`src/rtl/uart_tx_buffered.sv`:
```
// Buffered 8N1 UART transmitter: valid/ready byte input, small FIFO, LSB-first serialiser.
// Define UART_TX_PARITY_EN to insert an even-parity bit (8E1 frames).
module uart_tx_buffered #(
  parameter int unsigned CLKS_PER_BIT = 139,
  parameter int unsigned FIFO_DEPTH   = 8
) (
  input  logic       CLK,
  input  logic       RST_N,
  input  logic       in_valid,
  input  logic [7:0] in_data,
  output logic       in_ready,
  output logic       uart_line_out,
  output logic       busy
);

  localparam int unsigned AW = $clog2(FIFO_DEPTH);
  localparam int unsigned PW = AW + 1;
  localparam int unsigned CW = $clog2(CLKS_PER_BIT);

`ifdef UART_TX_PARITY_EN
  typedef enum logic [2:0] {IDLE, START, DATA, PARITY, STOP} state_t;
`else
  typedef enum logic [1:0] {IDLE, START, DATA, STOP} state_t;
`endif

  state_t        state;
  logic [7:0]    mem [FIFO_DEPTH];
  logic [PW-1:0] wr_ptr, rd_ptr, wr_ptr_n, rd_ptr_n;
  logic [CW-1:0] cnt;
  logic [2:0]    bit_idx;
  logic [7:0]    shift;
  logic [7:0]    head;
  logic          empty, full_n, push, pop, bit_end, next_idle, busy_n;
`ifdef UART_TX_PARITY_EN
  logic          parity;
`endif

  // FIFO bookkeeping and next values of the registered status outputs
  always_comb begin
    empty     = (wr_ptr == rd_ptr);
    head      = mem[rd_ptr[AW-1:0]];
    bit_end   = (cnt == CW'(CLKS_PER_BIT - 1));
    push      = in_valid && in_ready;
    pop       = !empty && ((state == IDLE) || ((state == STOP) && bit_end));
    wr_ptr_n  = wr_ptr + PW'(push);
    rd_ptr_n  = rd_ptr + PW'(pop);
    full_n    = (wr_ptr_n[AW-1:0] == rd_ptr_n[AW-1:0]) && (wr_ptr_n[AW] != rd_ptr_n[AW]);
    next_idle = empty && ((state == IDLE) || ((state == STOP) && bit_end));
    busy_n    = !next_idle || (wr_ptr_n != rd_ptr_n);
  end

  always_ff @(posedge CLK) begin
    if (push) mem[wr_ptr[AW-1:0]] <= in_data;
  end

  always_ff @(posedge CLK or negedge RST_N) begin
    if (!RST_N) begin
      wr_ptr   <= '0;
      rd_ptr   <= '0;
      in_ready <= 1'b1;
      busy     <= 1'b0;
    end else begin
      wr_ptr   <= wr_ptr_n;
      rd_ptr   <= rd_ptr_n;
      in_ready <= !full_n;
      busy     <= busy_n;
    end
  end

  // Serialiser; the line register is loaded with the level of the state being entered
  always_ff @(posedge CLK or negedge RST_N) begin
    if (!RST_N) begin
      state         <= IDLE;
      cnt           <= '0;
      bit_idx       <= '0;
      shift         <= '0;
      uart_line_out <= 1'b1;
`ifdef UART_TX_PARITY_EN
      parity        <= 1'b0;
`endif
    end else begin
      case (state)
        IDLE: begin
          cnt           <= '0;
          uart_line_out <= 1'b1;
          if (pop) begin
            shift         <= head;
            uart_line_out <= 1'b0;
            state         <= START;
`ifdef UART_TX_PARITY_EN
            parity        <= ^head;
`endif
          end
        end
        START: begin
          if (bit_end) begin
            cnt           <= '0;
            bit_idx       <= '0;
            uart_line_out <= shift[0];
            state         <= DATA;
          end else begin
            cnt <= cnt + CW'(1);
          end
        end
        DATA: begin
          if (bit_end) begin
            cnt <= '0;
            if (bit_idx == 3'd7) begin
              bit_idx       <= '0;
`ifdef UART_TX_PARITY_EN
              uart_line_out <= parity;
              state         <= PARITY;
`else
              uart_line_out <= 1'b1;
              state         <= STOP;
`endif
            end else begin
              bit_idx       <= bit_idx + 3'(1);
              shift         <= {1'b0, shift[7:1]};
              uart_line_out <= shift[1];
            end
          end else begin
            cnt <= cnt + CW'(1);
          end
        end
`ifdef UART_TX_PARITY_EN
        PARITY: begin
          if (bit_end) begin
            cnt           <= '0;
            uart_line_out <= 1'b1;
            state         <= STOP;
          end else begin
            cnt <= cnt + CW'(1);
          end
        end
`endif
        STOP: begin
          if (bit_end) begin
            cnt <= '0;
            if (pop) begin
              shift         <= head;
              uart_line_out <= 1'b0;
              state         <= START;
`ifdef UART_TX_PARITY_EN
              parity        <= ^head;
`endif
            end else begin
              uart_line_out <= 1'b1;
              state         <= IDLE;
            end
          end else begin
            cnt <= cnt + CW'(1);
          end
        end
        default: begin
          cnt           <= '0;
          uart_line_out <= 1'b1;
          state         <= IDLE;
        end
      endcase
    end
  end

endmodule

```
`config.mk`:
```
export PLATFORM = sky130hd
export DESIGN_NAME = uart_tx_buffered
export DESIGN_NICKNAME = d
export VERILOG_FILES = /design/src/rtl/uart_tx_buffered.sv
export SDC_FILE = /design/constraint.sdc
export NUM_CORES = 1
export LEC_CHECK = 0
export ABC_AREA = 1
export CELL_PAD_IN_SITES_DETAIL_PLACEMENT = 0
export CELL_PAD_IN_SITES_GLOBAL_PLACEMENT = 1
export CORE_ASPECT_RATIO = 0.7
export CORE_MARGIN = 4
export CORE_UTILIZATION = 23
export DETAILED_ROUTE_END_ITERATION = 6
export PLACE_DENSITY_LB_ADDON = 0.1
export SYNTH_ARGS = -nofsm -noshare
export SYNTH_HDL_FRONTEND = slang
export SYNTH_SLANG_ARGS = --single-unit
```
`constraint.sdc`:
```
create_clock -name CLK -period 5.7 [get_ports CLK]
set_input_delay 0.57 -clock CLK [delete_from_list [all_inputs] [get_ports CLK]]
set_output_delay 0.57 -clock CLK [all_outputs]
set_load 0.005 [all_outputs]
```
Word-level counts from Yosys, hierarchy flattened. Memories as Yosys holds them, arrays and structs flattened. Index checks and enable logic that the tools add are counted.

$add $sub $neg: 4. Eq/ne operators: 15. Multiplexer cells: 26. Reductions and logical operators: 18.

Operators by type and width (count): two-way mux 8 bit (5); case mux 8 bit (3 select lines) (1); case mux 8 bit (2 select lines) (1); inequality test 2 bit, second input constant (6); two-way mux 2 bit (5); two-way mux 3 bit (3); adder 4 x 1 -> 4 bit (2); adder 8 x 1 -> 8 bit, second input constant (1); equality test 8 bit, second input constant (1); two-way mux 1 bit (8); case mux 2 bit (4 select lines) (1); case mux 3 bit (2 select lines) (1); AND reduction 3 bit (2); logical AND 1 bit (5); AND reduction 5 bit (1); equality test 2 bit, second input constant (2); equality test 4 bit (1); inequality test 4 bit (1); case mux 1 bit (4 select lines) (1); AND reduction 4 bit (1); adder 3 x 1 -> 3 bit, second input constant (1); equality test 3 bit (1); equality test 3 bit, second input constant (1); zero test 1 bit (3); 7 further kinds (8).

Register bits: 32. Bits in writable memories: 64. Input bits: 11. Output and inout bits: 3. Memories: 1.

Memories: mem (depth 8, bits a word 8, read ports 1, clocked after memory_dff 0, wr ports 1, line 27) `logic [7:0] mem [FIFO_DEPTH];`.

Longest topological paths before layout.
Depth after elaboration: 8. Depth in mapped cells: 15. Gate-level depth less buffers: 15.

Worst setup path after synthesis. No wires, ideal clock.

Path kind: register to register. Start: register state[0]. End: register busy. Setup time: 124 ps. Data arrival time: 2006 ps. Setup slack: 3569 ps. Stages on the path, launching flop included: 14. Period minus slack after synthesis: 2131 ps. Cells stage by stage: dfrtp_1 > inv_1 > ha_1 > inv_1 > nand2_1 > nand2_1 > inv_1 > ha_1 > ha_1 > or2_2 > o211ai_1 > nor2_1 > nand2_1 > or2_1.

Cells in the longest elaborated chain, start to end: 7. Elaborated cells between the ends (all ways): 10. Classes of those cells: add/sub (1); eq/ne (2); reduce/logical (7).

Ends and longest elaborated chain: start, declared (line 26) `state_t state;`; start signal, assigned (line 73) `state <= IDLE;`; start signal, assigned (line 89) `state <= START;`; start signal, assigned (line 100) `state <= DATA;`; equality test 2 bit (line 44) `pop = !empty && ((state == IDLE) || ((state == STOP) && bit_end));`; logical AND 1 bit (line 44); logical OR 1 bit (*) (line 44); logical AND 1 bit (*) (line 44); adder 4 x 1 -> 4 bit (*) (line 46) `rd_ptr_n = rd_ptr + PW'(pop);`; via rd_ptr_n[1] (line 28) `logic [PW-1:0] wr_ptr, rd_ptr, wr_ptr_n, rd_ptr_n;`; inequality test 4 bit (*) (line 49) `busy_n = !next_idle || (wr_ptr_n != rd_ptr_n);`; logical OR 1 bit (*) (line 49); via busy_n (line 33) `logic empty, full_n, push, pop, bit_end, next_idle, busy_n;`; end signal, assigned (line 66) `busy <= busy_n;`; end, declared (line 13) `output logic busy`.

Mark *: on every way through the listed nets, which the timed path passes. The rest lies on a longest branch. A chain may end at the register's enable or synchronous reset.

Final worst setup path.
Start: register rd_ptr[0]. End: register busy.

Cells in the longest elaborated chain, start to end: 6. Elaborated cells between the ends (all ways): 8. Classes of those cells: add/sub (1); eq/ne (2); reduce/logical (5).

Ends and longest elaborated chain: start, declared (line 28); start signal, assigned (line 64) `rd_ptr <= rd_ptr_n;`; equality test 4 bit (line 40) `empty = (wr_ptr == rd_ptr);`; zero test 1 bit (line 44); logical AND 1 bit (line 44); adder 4 x 1 -> 4 bit (*) (line 46); via rd_ptr_n[2] (line 28); inequality test 4 bit (*) (line 49); logical OR 1 bit (*) (line 49); via busy_n (line 33).

Marks and branches as above.

==> results.tsv <==
stage	metric	value	unit
timing	min Tclk post-route	2.50	ns
synth	unique cell type count in the Yosys netlist	23	
global_routing	largest net degree at the start of global routing	42	
critical_path	r2r worst-path depth	14	
cells_and_area	Syn-to-layout area delta	17.0	%
global_routing	vias in the first global route	3007	
cts	TritonCTS clock tree	built	
synth	share of the synthesized area in the top cell type	43.6	%
routing	met2 WL post-DR	4.60	mm
global_routing	first-pass GRT wire length	18.0	mm
routing	Post-DRT Antenna Nets	0	
routing	met3 wire len	436	um
synth	register area share after synthesis	61.8	%
global_routing	gr usage total	11.2	%
critical_path	Worst Path Arrival	2.74	ns
die	Core Box Area	18900	sq um
synth	Mapped Nets	490	
routing	M1 WL	6.19	mm
routing	final wirelength	11.3	mm
placed_design	Placer Congestion	0.721	
timing	final hold slack	0.474	ns
placed_design	PortBufs	13	
cts	Post-CTS Setup Repair Bufs	0	
die	Die X	174	um
cts	total CTS buffers	9	
die	full die area	21500	sq um
cts	clk sinks	96	
routing	Detailed Routing Iterations Pass 1	4	
timing	Final setup viols	0	
cells_and_area	commonest cells after routing, fill and taps aside	nand2_1 (148), nor2_1 (67), edfxtp_1 (64)	
global_routing	Congestion Overflow GR	0	
timing	Least-Margin Pin Slew	0.921	ns
timing	fmax	0.400	GHz
synth	Mapped Avg Cell Area	9.49	sq um
flow_run	maxcap violations	0	
cts	H-tree Lvls	3	
synth	ranking of synthesized cells by area	edfxtp_1 (44%), dfrtp_1 (17%), nand2_1 (13%), nor2_1 (5.7%), nand3_1 (5.3%)	
routing	drt initial violations	153	
critical_path	Crit. End Element	register	
timing	unrepaired setup endpoints after global routing	false	
routing	Max Used Layer	met4	
cells_and_area	post-layout util	27.4	%
cts	buffer depth of the longest clock path	2	
synth	post-synthesis register bit count	96	
timing	slew margin rel.	38.3	%
critical_path	kind of start point of the critical path	register	
cts	Root Driver	clkbuf_16	
timing	Max Slew Vio Count	0	
cts	Worst-path clk slew	0.07	ns
cts	CTS Hold Bufs	0	
critical_path	FF-to-FF End	busy	
synth	YS warnings	0	
timing	period utilization	43.9	%
routing	DR WL/cell	15.4	um
critical_path	crit path launch	rd_ptr[0]	
routing	DR vias/cell	4.09	
hold_path	HP Class	reg2reg	
power_and_ir_drop	pwr dens	532	nW/um^2
die	DIE HEIGHT	124	um
timing	skew final	0.00746	ns
synth	Post-Syn Area	4410	sq um
timing	Setup TNS	0	ns
cells_and_area	post-layout net count	512	
status	run status	complete, no violations	
timing	final hold violations	0	
critical_path	FF-to-FF setup slack	3.20	ns
cells_and_area	share of post-route cells with drive strength above 1	8.54	%
critical_path	crit-path max FO	26	
cells_and_area	most common cell after layout, fill and taps aside	nand2_1	
routing	via count	2999	
global_routing	initial antenna violation count	0	
die	IO Pins	14	
cells_and_area	ant diodes	0	
critical_path	Critical Path RT	5.93	ns
synth	largest area contributor in the netlist	edfxtp_1	
synth	Post-Syn Instances	465	
power_and_ir_drop	Leak	2.24	nW
power_and_ir_drop	Max IR drop VDD	141	uV
routing	drt drc	0	
placed_design	Post-DP HPWL	7.71	mm
cells_and_area	layout filler cell count	1973	
cts	Resized cells post-CTS	0	
critical_path	Critical R2R Launch	rd_ptr[0]	
cts	Worst-Skew Late Latency	0.35	ns
critical_path	CP endpoint	busy	
die	Initial Util	23.4	%
die	row cnt	42	
critical_path	WS Path Type	reg2reg	
power by group:
part	internal [mW]	total [mW]	switching, mW	leakage [nW]
clock	0.349	0.636	0.287	0.149
combinational	0.345	1.11	0.764	1.11
sequential	0.908	0.998	0.0901	0.979
worst min path at each step:
stage / to / cells after the start / slack [ns] / start
6_report: shift[2] / 2 / 0.47 / shift[2]
5_1_grt: cnt[7] / 1 / 0.50 / cnt[7]
4_1_cts: shift[2] / 2 / 0.48 / shift[2]
3_5_place_dp: shift[2] / 2 / 0.46 / shift[2]
3_3_place_gp: cnt[7] / 1 / 0.45 / cnt[7]
2_1_floorplan: bit_idx[0] / 0 / 0.27 / RST_N
cell type report:
type,count,area (sq um),share of cell area (%)
Clock inverter,7,83.8,1.62
Inverter,48,180,3.49
Tap cell,242,303,5.87
Timing Repair Buffer,19,175,3.39
Sequential cell,96,2730,52.8
Multi-Input combinational cell,313,1470,28.4
Clock buffer,9,225,4.36
state kept, by name, summed over array words and instances (netlist names):
name,cells
mem,64
cnt,8
shift,8
rd_ptr,4
wr_ptr,4
bit_idx,3
state,2
busy,1
in_ready,1
uart_line_out,1
metrics by stage:
stage | power, mW | worst slack (ns) | area (sq um) | instances
2_1_floorplan | 1.77 | 3.57 | 4410 | 465
3_3_place_gp | 2.17 | 3.15 | 4850 | 718
3_5_place_dp | 2.15 | 3.16 | 4850 | 718
4_1_cts | 2.80 | 3.12 | 5160 | 734
5_1_grt | 3.00 | 2.88 | 5160 | 734
6_report | 2.74 | 3.20 | 5160 | 734
cell families (layout without fill, tap and decap cells):
family          count (synthesis)  in the layout  synth area share [%]
flops                          96             96                  61.8
simple gates                  276            276                  25.6
buf+inv                        56             83                  4.96
compound gates                 16             16                  2.13
xor+xnor                        7              7                  1.56
fa+ha+maj                      14             14                  3.97
per-layer routing:
metal  global-route usage (%)  vias up
met5                        0        -
met4                     2.99        0
met3                     2.58        8
met2                     16.0       50
met1                     17.0     1404
li1                         -     1537
cells in the mapped netlist:
library cell	number
o211ai_1	1
or2_1	1
dfrtp_1	30
o21ai_0	10
xnor2_1	1
buf_2	7
nor2_2	1
nor2_1	67
xnor2_2	1
a21oi_1	4
nand3_1	47
clkbuf_1	1
xor2_1	5
nor3_1	3
dfstp_2	2
a21oi_4	1
edfxtp_1	64
nand2_1	148
ha_1	14
inv_2	6
nand3_2	1
or2_2	8
inv_1	42
critical path, stage by stage (launching register included):
cell and delay [ns]:
dfrtp_1 0.38, inv_2 0.38, nand2_1 0.10, nand2_1 0.09
nor2_1 0.05, nand2_1 0.14, nand2_1 0.13, inv_1 0.07
ha_1 0.16, ha_1 0.16, xor2_1 0.23, xor2_1 0.10
nor2_1 0.13, nand2_1 0.05, or2_1 0.20
Power figures use the tool's default switching activity.
